$ cat config.mk
export PLATFORM = sky130hd
export DESIGN_NAME = pwm_generator_3ch
export DESIGN_NICKNAME = d
export VERILOG_FILES = /design/src/rtl/pwm_generator_3ch.sv
export SDC_FILE = /design/constraint.sdc
export NUM_CORES = 1
export LEC_CHECK = 0
export ABC_AREA = 1
export BUFFER_PORTS_ARGS = -buffer_cell sky130_fd_sc_hd__buf_2
export CAP_MARGIN = 0
export CORE_ASPECT_RATIO = 1.1
export CORE_UTILIZATION = 45
export CTS_CLUSTER_DIAMETER = 30
export CTS_CLUSTER_SIZE = 16
export DETAILED_ROUTE_END_ITERATION = 10
export GPL_ROUTABILITY_DRIVEN = 0
export GPL_TIMING_DRIVEN = 0
export PLACE_DENSITY = 0.71
export SETUP_SLACK_MARGIN = 0.1
export SLEW_MARGIN = 15
export SYNTH_ARGS = -nofsm -noshare
export SYNTH_HDL_FRONTEND = slang
export SYNTH_SLANG_ARGS = --single-unit
$ cat constraint.sdc
create_clock -name i_Clk -period 4.96 [get_ports i_Clk]
set_input_delay 0.992 -clock i_Clk [delete_from_list [all_inputs] [get_ports i_Clk]]
set_output_delay 0.992 -clock i_Clk [all_outputs]
set_load 0.01 [all_outputs]
$ cat src/rtl/pwm_generator_3ch.sv
// pwm_generator_3ch: 3-channel PWM with shadowed config reloaded at period wrap.
// Define PWM_CENTER_ALIGNED_EN for an up/down counter; default is edge-aligned sawtooth.
module pwm_generator_3ch #(
  parameter int DATA_W = 32
) (
  input  logic              i_Clk,
  input  logic              i_Rst,
  input  logic [DATA_W-1:0] counter_value,
  input  logic [DATA_W-1:0] prescaler,
  input  logic [DATA_W-1:0] duty_cycle_1,
  input  logic [DATA_W-1:0] duty_cycle_2,
  input  logic [DATA_W-1:0] duty_cycle_3,
  input  logic              enable,
  output logic [2:0]        pwm_out,
  output logic              o_Period_Start
);
  logic [DATA_W-1:0] presc_cnt, cnt, cnt_nxt, per_sh, presc_sh;
  logic [DATA_W-1:0] duty_sh [3];
  logic tick, wrap;
  assign tick = enable && presc_cnt == presc_sh;
`ifdef PWM_CENTER_ALIGNED_EN
  logic dir, dir_nxt;
  // dir=1 means counting down; the wrap is the turnaround at zero
  always_comb begin
    wrap    = tick && (per_sh == '0 || (dir && cnt == '0));
    dir_nxt = !tick ? dir : per_sh == '0 ? 1'b0 : dir ? cnt != '0 : cnt == per_sh;
    cnt_nxt = !tick ? cnt : per_sh == '0 ? '0 : dir_nxt ? cnt - DATA_W'(1) : cnt + DATA_W'(1);
  end
`else
  always_comb begin
    wrap    = tick && cnt == per_sh;
    cnt_nxt = !tick ? cnt : wrap ? '0 : cnt + DATA_W'(1);
  end
`endif
  always_ff @(posedge i_Clk) begin
    if (i_Rst) begin
      presc_cnt      <= '0;
      cnt            <= '0;
      per_sh         <= '0;
      presc_sh       <= '0;
      duty_sh        <= '{default: '0};
      pwm_out        <= '0;
      o_Period_Start <= 1'b0;
`ifdef PWM_CENTER_ALIGNED_EN
      dir            <= 1'b0;
`endif
    end else begin
      // while stopped the shadows track the inputs so a restart uses fresh config
      if (!enable || wrap) begin
        per_sh   <= counter_value;
        presc_sh <= prescaler;
        duty_sh  <= '{duty_cycle_1, duty_cycle_2, duty_cycle_3};
      end
      presc_cnt      <= (!enable || tick) ? '0 : presc_cnt + DATA_W'(1);
      cnt            <= enable ? cnt_nxt : '0;
      pwm_out        <= enable ? {cnt < duty_sh[2], cnt < duty_sh[1], cnt < duty_sh[0]} : 3'b000;
      o_Period_Start <= wrap;
`ifdef PWM_CENTER_ALIGNED_EN
      dir            <= enable && dir_nxt;
`endif
    end
  end
endmodule
# After elaboration in Yosys (flattened, before gate mapping)
# Cells that the tools add are included.
# totals
output_inout_bits	4
elab_cells	25
register_bits	228
# classes
muxes	1
order_cmp	3
bitwise	1
addsub	2
n_reduce_logical	7
eq_ne	2
# op_table
operator	n
$lt 32x32->1	3
$add 32x1->32 const B	2
$eq 32x32->1	2
$mux 32	1
$reduce_or 2->1	2
$logic_and 1x1->1	2
$logic_or 1x1->1	2
$logic_not 1->1	1
$not 1->1	1

# Depth between registers and ports, before layout
# depth
word_depth	4
ltp_mapped	15

# Worst setup path after synthesis
# OpenSTA, ideal clock, no wires.
# synth_path
path_kind	input to register
startpoint	in enable
endpoint	reg per_sh[26]
t_required_ps	4847
arrival_ps	2024
cell_stages	6
slack_ps	2823
path_cell_list	clkbuf_1 > clkbuf_1 > buf_1 > nand3_1 > nand2_1 > nor2_1
# synth_between
elab_chain_cells	3
# synth_lines
element	line_no	text
start, declared	13	input logic enable,
$logic_and 1x1->1	20	assign tick = enable && presc_cnt == presc_sh;
$logic_and 1x1->1	31	wrap = tick && cnt == per_sh;
$logic_or 1x1->1 *	49	if (!enable || wrap) begin
end signal, assigned	50	per_sh <= counter_value;
end, declared	17	logic [DATA_W-1:0] presc_cnt, cnt, cnt_nxt, per_sh, presc_sh;
# Every way passes the cells marked *; elsewhere a longest branch is shown, timed or not.
# A chain may end at the register's enable or synchronous reset.

# Worst setup path in the final report
# layout_path
startpoint	reg cnt[14]
endpoint	reg presc_sh[1]
# layout_between
elab_chain_cells	3
# layout_lines
element	line_no	text
start, declared	17	
start signal, assigned	55	cnt <= enable ? cnt_nxt : '0;
$eq 32x32->1	31	
$logic_and 1x1->1	31	
$logic_or 1x1->1	49	
end signal, assigned	51	presc_sh <= prescaler;
end, declared	17	
# No other way between the ends.

==> reports/qor.yml <==
outcome: "complete, no violations"
cts_inserted_buffers: 52
timing.rr.start: "cnt[14]"
seq_area_um2: 4560
fillers: 2909
post_cts_buffers: 0
layout_min_cycle_time_ns: 2.86
drt_iter0_markers: 1028
clock_sinks: 228
fp-row-count: 66
fp.dieH_um: 184
h-tree-depth: 2
nets: 2578
yosysWarnings: 0
cts_root_buf: "clkbuf_16"
core_um2: 29600
antenna_found_initial: 0
grt_first_pass_wirelength_um: 63500
firstDrtPassIters: 6
routed_via_density: 5.07
avgSynthCellArea_um2: 6.43
dr_wl_met2_um: 18000
critPathMaxStageDelay_ns: 0.79
drtAntennaViolNets: 0
wl_met1_um: 16900
cts_tree: "yes"
die_w_um: 167
powerDensity_nw_per_um2: 365
hp-class: "reg -> reg"
clk-insertion-delay-late_ns: 0.56
drc: 0
r2r_end: "presc_sh[1]"
initial_utilization_pct: 45.7
vdd_ir_drop_max_mv: 0.289
grt_pass1_vias: 12800
fin_ws_ns: 2.10
clock.fmax_mhz: 350
top_layer: "met4"
ctsHoldBuffers: 0
worstRegToRegCells: 12
place_hpwl_um: 28800
cts_resized: 0
synth_ff_type: "dfxtp_1"
synth_seq_area_share_pct: 33.8
num_antenna_cells: 0
dpl_worst_slack_ns: 1.82
setup_tns_ns: 0
area_growth_pct: 23.3
fin_hold_ws_ns: 0.503
cp_cell_sequence: "nand2_1 -> nand2_1 -> nor2_1 -> nand2_1 -> nor2_1 -> nand2_1 -> nor2_2 -> a21oi_2 -> buf_2 -> buf_2 -> nor2_1 -> nor2_1"
critical_path_class: "reg -> reg"
grt_overflow: 0
p_leak_nw: 8.09
dieArea_um2: 30700
grt_max_degree: 15
worstHoldEndpoint: "presc_cnt[31]"
track_usage_pct: 25.8
arrival_ns: 3.33
clk_pin_slew_worst_paths_ns: 0.05
maxSlewHeadroom_pct: 37.6
ys_seq_elements: 228
r2r_slack_ns: 2.10
skew_ns: 0.0293
route.met3.wl_um: 2700
critPathCaptureType: "register"
io_pins: 167
worstPathMaxFanout: 10
min_from: "presc_cnt[31]"
drv_cap: 0
clockBufferDepth: 3
startpoint_type: "register"
detail_route.wl_per_cell_um: 14.4
worst_slew_pin_slew_ns: 0.936
hold_viol_final: 0
synth_edf_count: 0
finalMaxSlewViolations: 0
cp.required_ns: 5.43
async_flop_share_pct: 0
syn_nets: 2358
finalSetupViolCount: 0
ys_types: 35
min_period_over_period_pct: 57.6
multi_input_area_um2: 7470
critical_path.slowest_cell: "dfxtp_1"
port-buffer-count: 166
drt-total-wl_um: 39400
netlist_area_um2: 13500
drive_gt1_share_pct: 14.2
vias: 13900
min_path_cells: 2
synth_cells: 2100
power_w: 0.00608
rsz0062_at_grt: "no"
==> area by class of cell <==
type	count	share of cell area [%]
Buffer	88	3.31
Clock buffer	68	8.78
Clock inverter	25	2.33
Inverter	246	5.54
Multi-Input combinational cell	1538	44.8
Sequential cell	228	27.4
Tap cell	374	2.81
Timing Repair Buffer	166	4.99
==> report_power, final <==
part | switching (W) | total, W | internal (W)
registers | 0.0000357 | 0.00197 | 0.00193
clock network | 0.00110 | 0.00358 | 0.00248
logic | 0.000319 | 0.000529 | 0.000210
total | 0.00145 | 0.00608 | 0.00462
==> worst max-delay path, delay by kind of cell (launching register included) <==
kind / cells / cell delay [ns]
buffers and inverters: 2 / 0.83
and+or+nand+nor: 9 / 0.65
AOI/OAI and AO/OA: 1 / 0.49
DFF: 1 / 0.79
==> cells in the final DEF (no fill, tap or decap), types with 3 or more instances in the layout <==
master and n:
buf_6 6, nand2_1 531, o21ai_0 13, nand4_1 45, inv_2 24, clkinvlp_4 10, xnor2_1 6, bufinv_16 8
ha_1 95, buf_1 3, nand3_1 201, nor3_1 28, a211oi_1 3, inv_1 222, buf_4 3, o211ai_1 4
dfxtp_1 228, a21oi_1 83, xor2_1 37, o21a_1 5, clkbuf_8 8, buf_8 11, a31oi_1 3, clkbuf_1 39
clkbuf_16 53, buf_2 199, nor2_1 461, clkinv_2 3, or2_2 3, nor4_1 6, nor3b_1 3
==> stage by stage <==
stage,util (%),area [µm²],cells
2_1_floorplan,-,13500,2100
3_3_place_gp,50.1,14800,2640
3_5_place_dp,50.1,14800,2640
4_1_cts,56.4,16700,2733
5_1_grt,56.4,16700,2733
6_report,56.4,16700,2733
==> worst max path at each step <==
stage | startpoint | to | slack (ns) | cells after the start
finish | cnt[14] | presc_sh[1] | 2.10 | 12
global route | cnt[14] | presc_sh[1] | 1.87 | 12
CTS | cnt[19] | presc_sh[1] | 2.09 | 12
detailed placement | enable | presc_sh[29] | 1.82 | 7
global placement | enable | presc_sh[22] | 1.80 | 7
floorplan | enable | per_sh[26] | 2.82 | 6
==> per-layer routing <==
| metal | up-vias | global-route usage [%] |
|---|---|---|
| li1 | 7067 | - |
| met1 | 6145 | 32.3 |
| met2 | 524 | 43.9 |
| met3 | 129 | 3.75 |
| met4 | 0 | 12.1 |
| met5 | - | 0 |
==> flip-flops by register name (all words and copies together) (netlist names) <==
| name | flops |
|---|---|
| per_sh | 32 |
| pwm_out | 3 |
| o_Period_Start | 1 |
| duty_sh | 96 |
| cnt | 32 |
| presc_sh | 32 |
| presc_cnt | 32 |
==> cells by family (layout without fill, tap and decap cells) <==
logic type               after synthesis  count (layout)  share of synthesized area (%)
XOR/XNOR                              43              43                           2.79
AO/OA/AOI/OAI                        116             116                           4.65
buffers and inverters                334             593                           10.9
adder cells (fa/ha/maj)               95              95                           8.80
flip-flops                           228             228                           33.8
AND/OR/NAND/NOR                     1284            1284                           39.1
==> synth_stat cells, types with 5 or more instances <==
library cell / count / area (µm²)
nand3_1: 201 / 1010
buf_6: 6 / 67.6
xor2_1: 37 / 324
ha_1: 95 / 1190
inv_1: 222 / 833
clkbuf_1: 32 / 120
a21oi_1: 83 / 415
buf_8: 11 / 165
nand4_1: 45 / 282
xnor2_1: 6 / 52.6
buf_2: 33 / 165
o21a_1: 5 / 37.5
dfxtp_1: 228 / 4560
nor2_1: 461 / 1730
inv_2: 24 / 90.1
nand2_1: 531 / 1990
o21ai_0: 13 / 65.1
nor4_1: 6 / 37.5
nor3_1: 28 / 140
No activity file was read; power rests on OpenSTA's default activity.
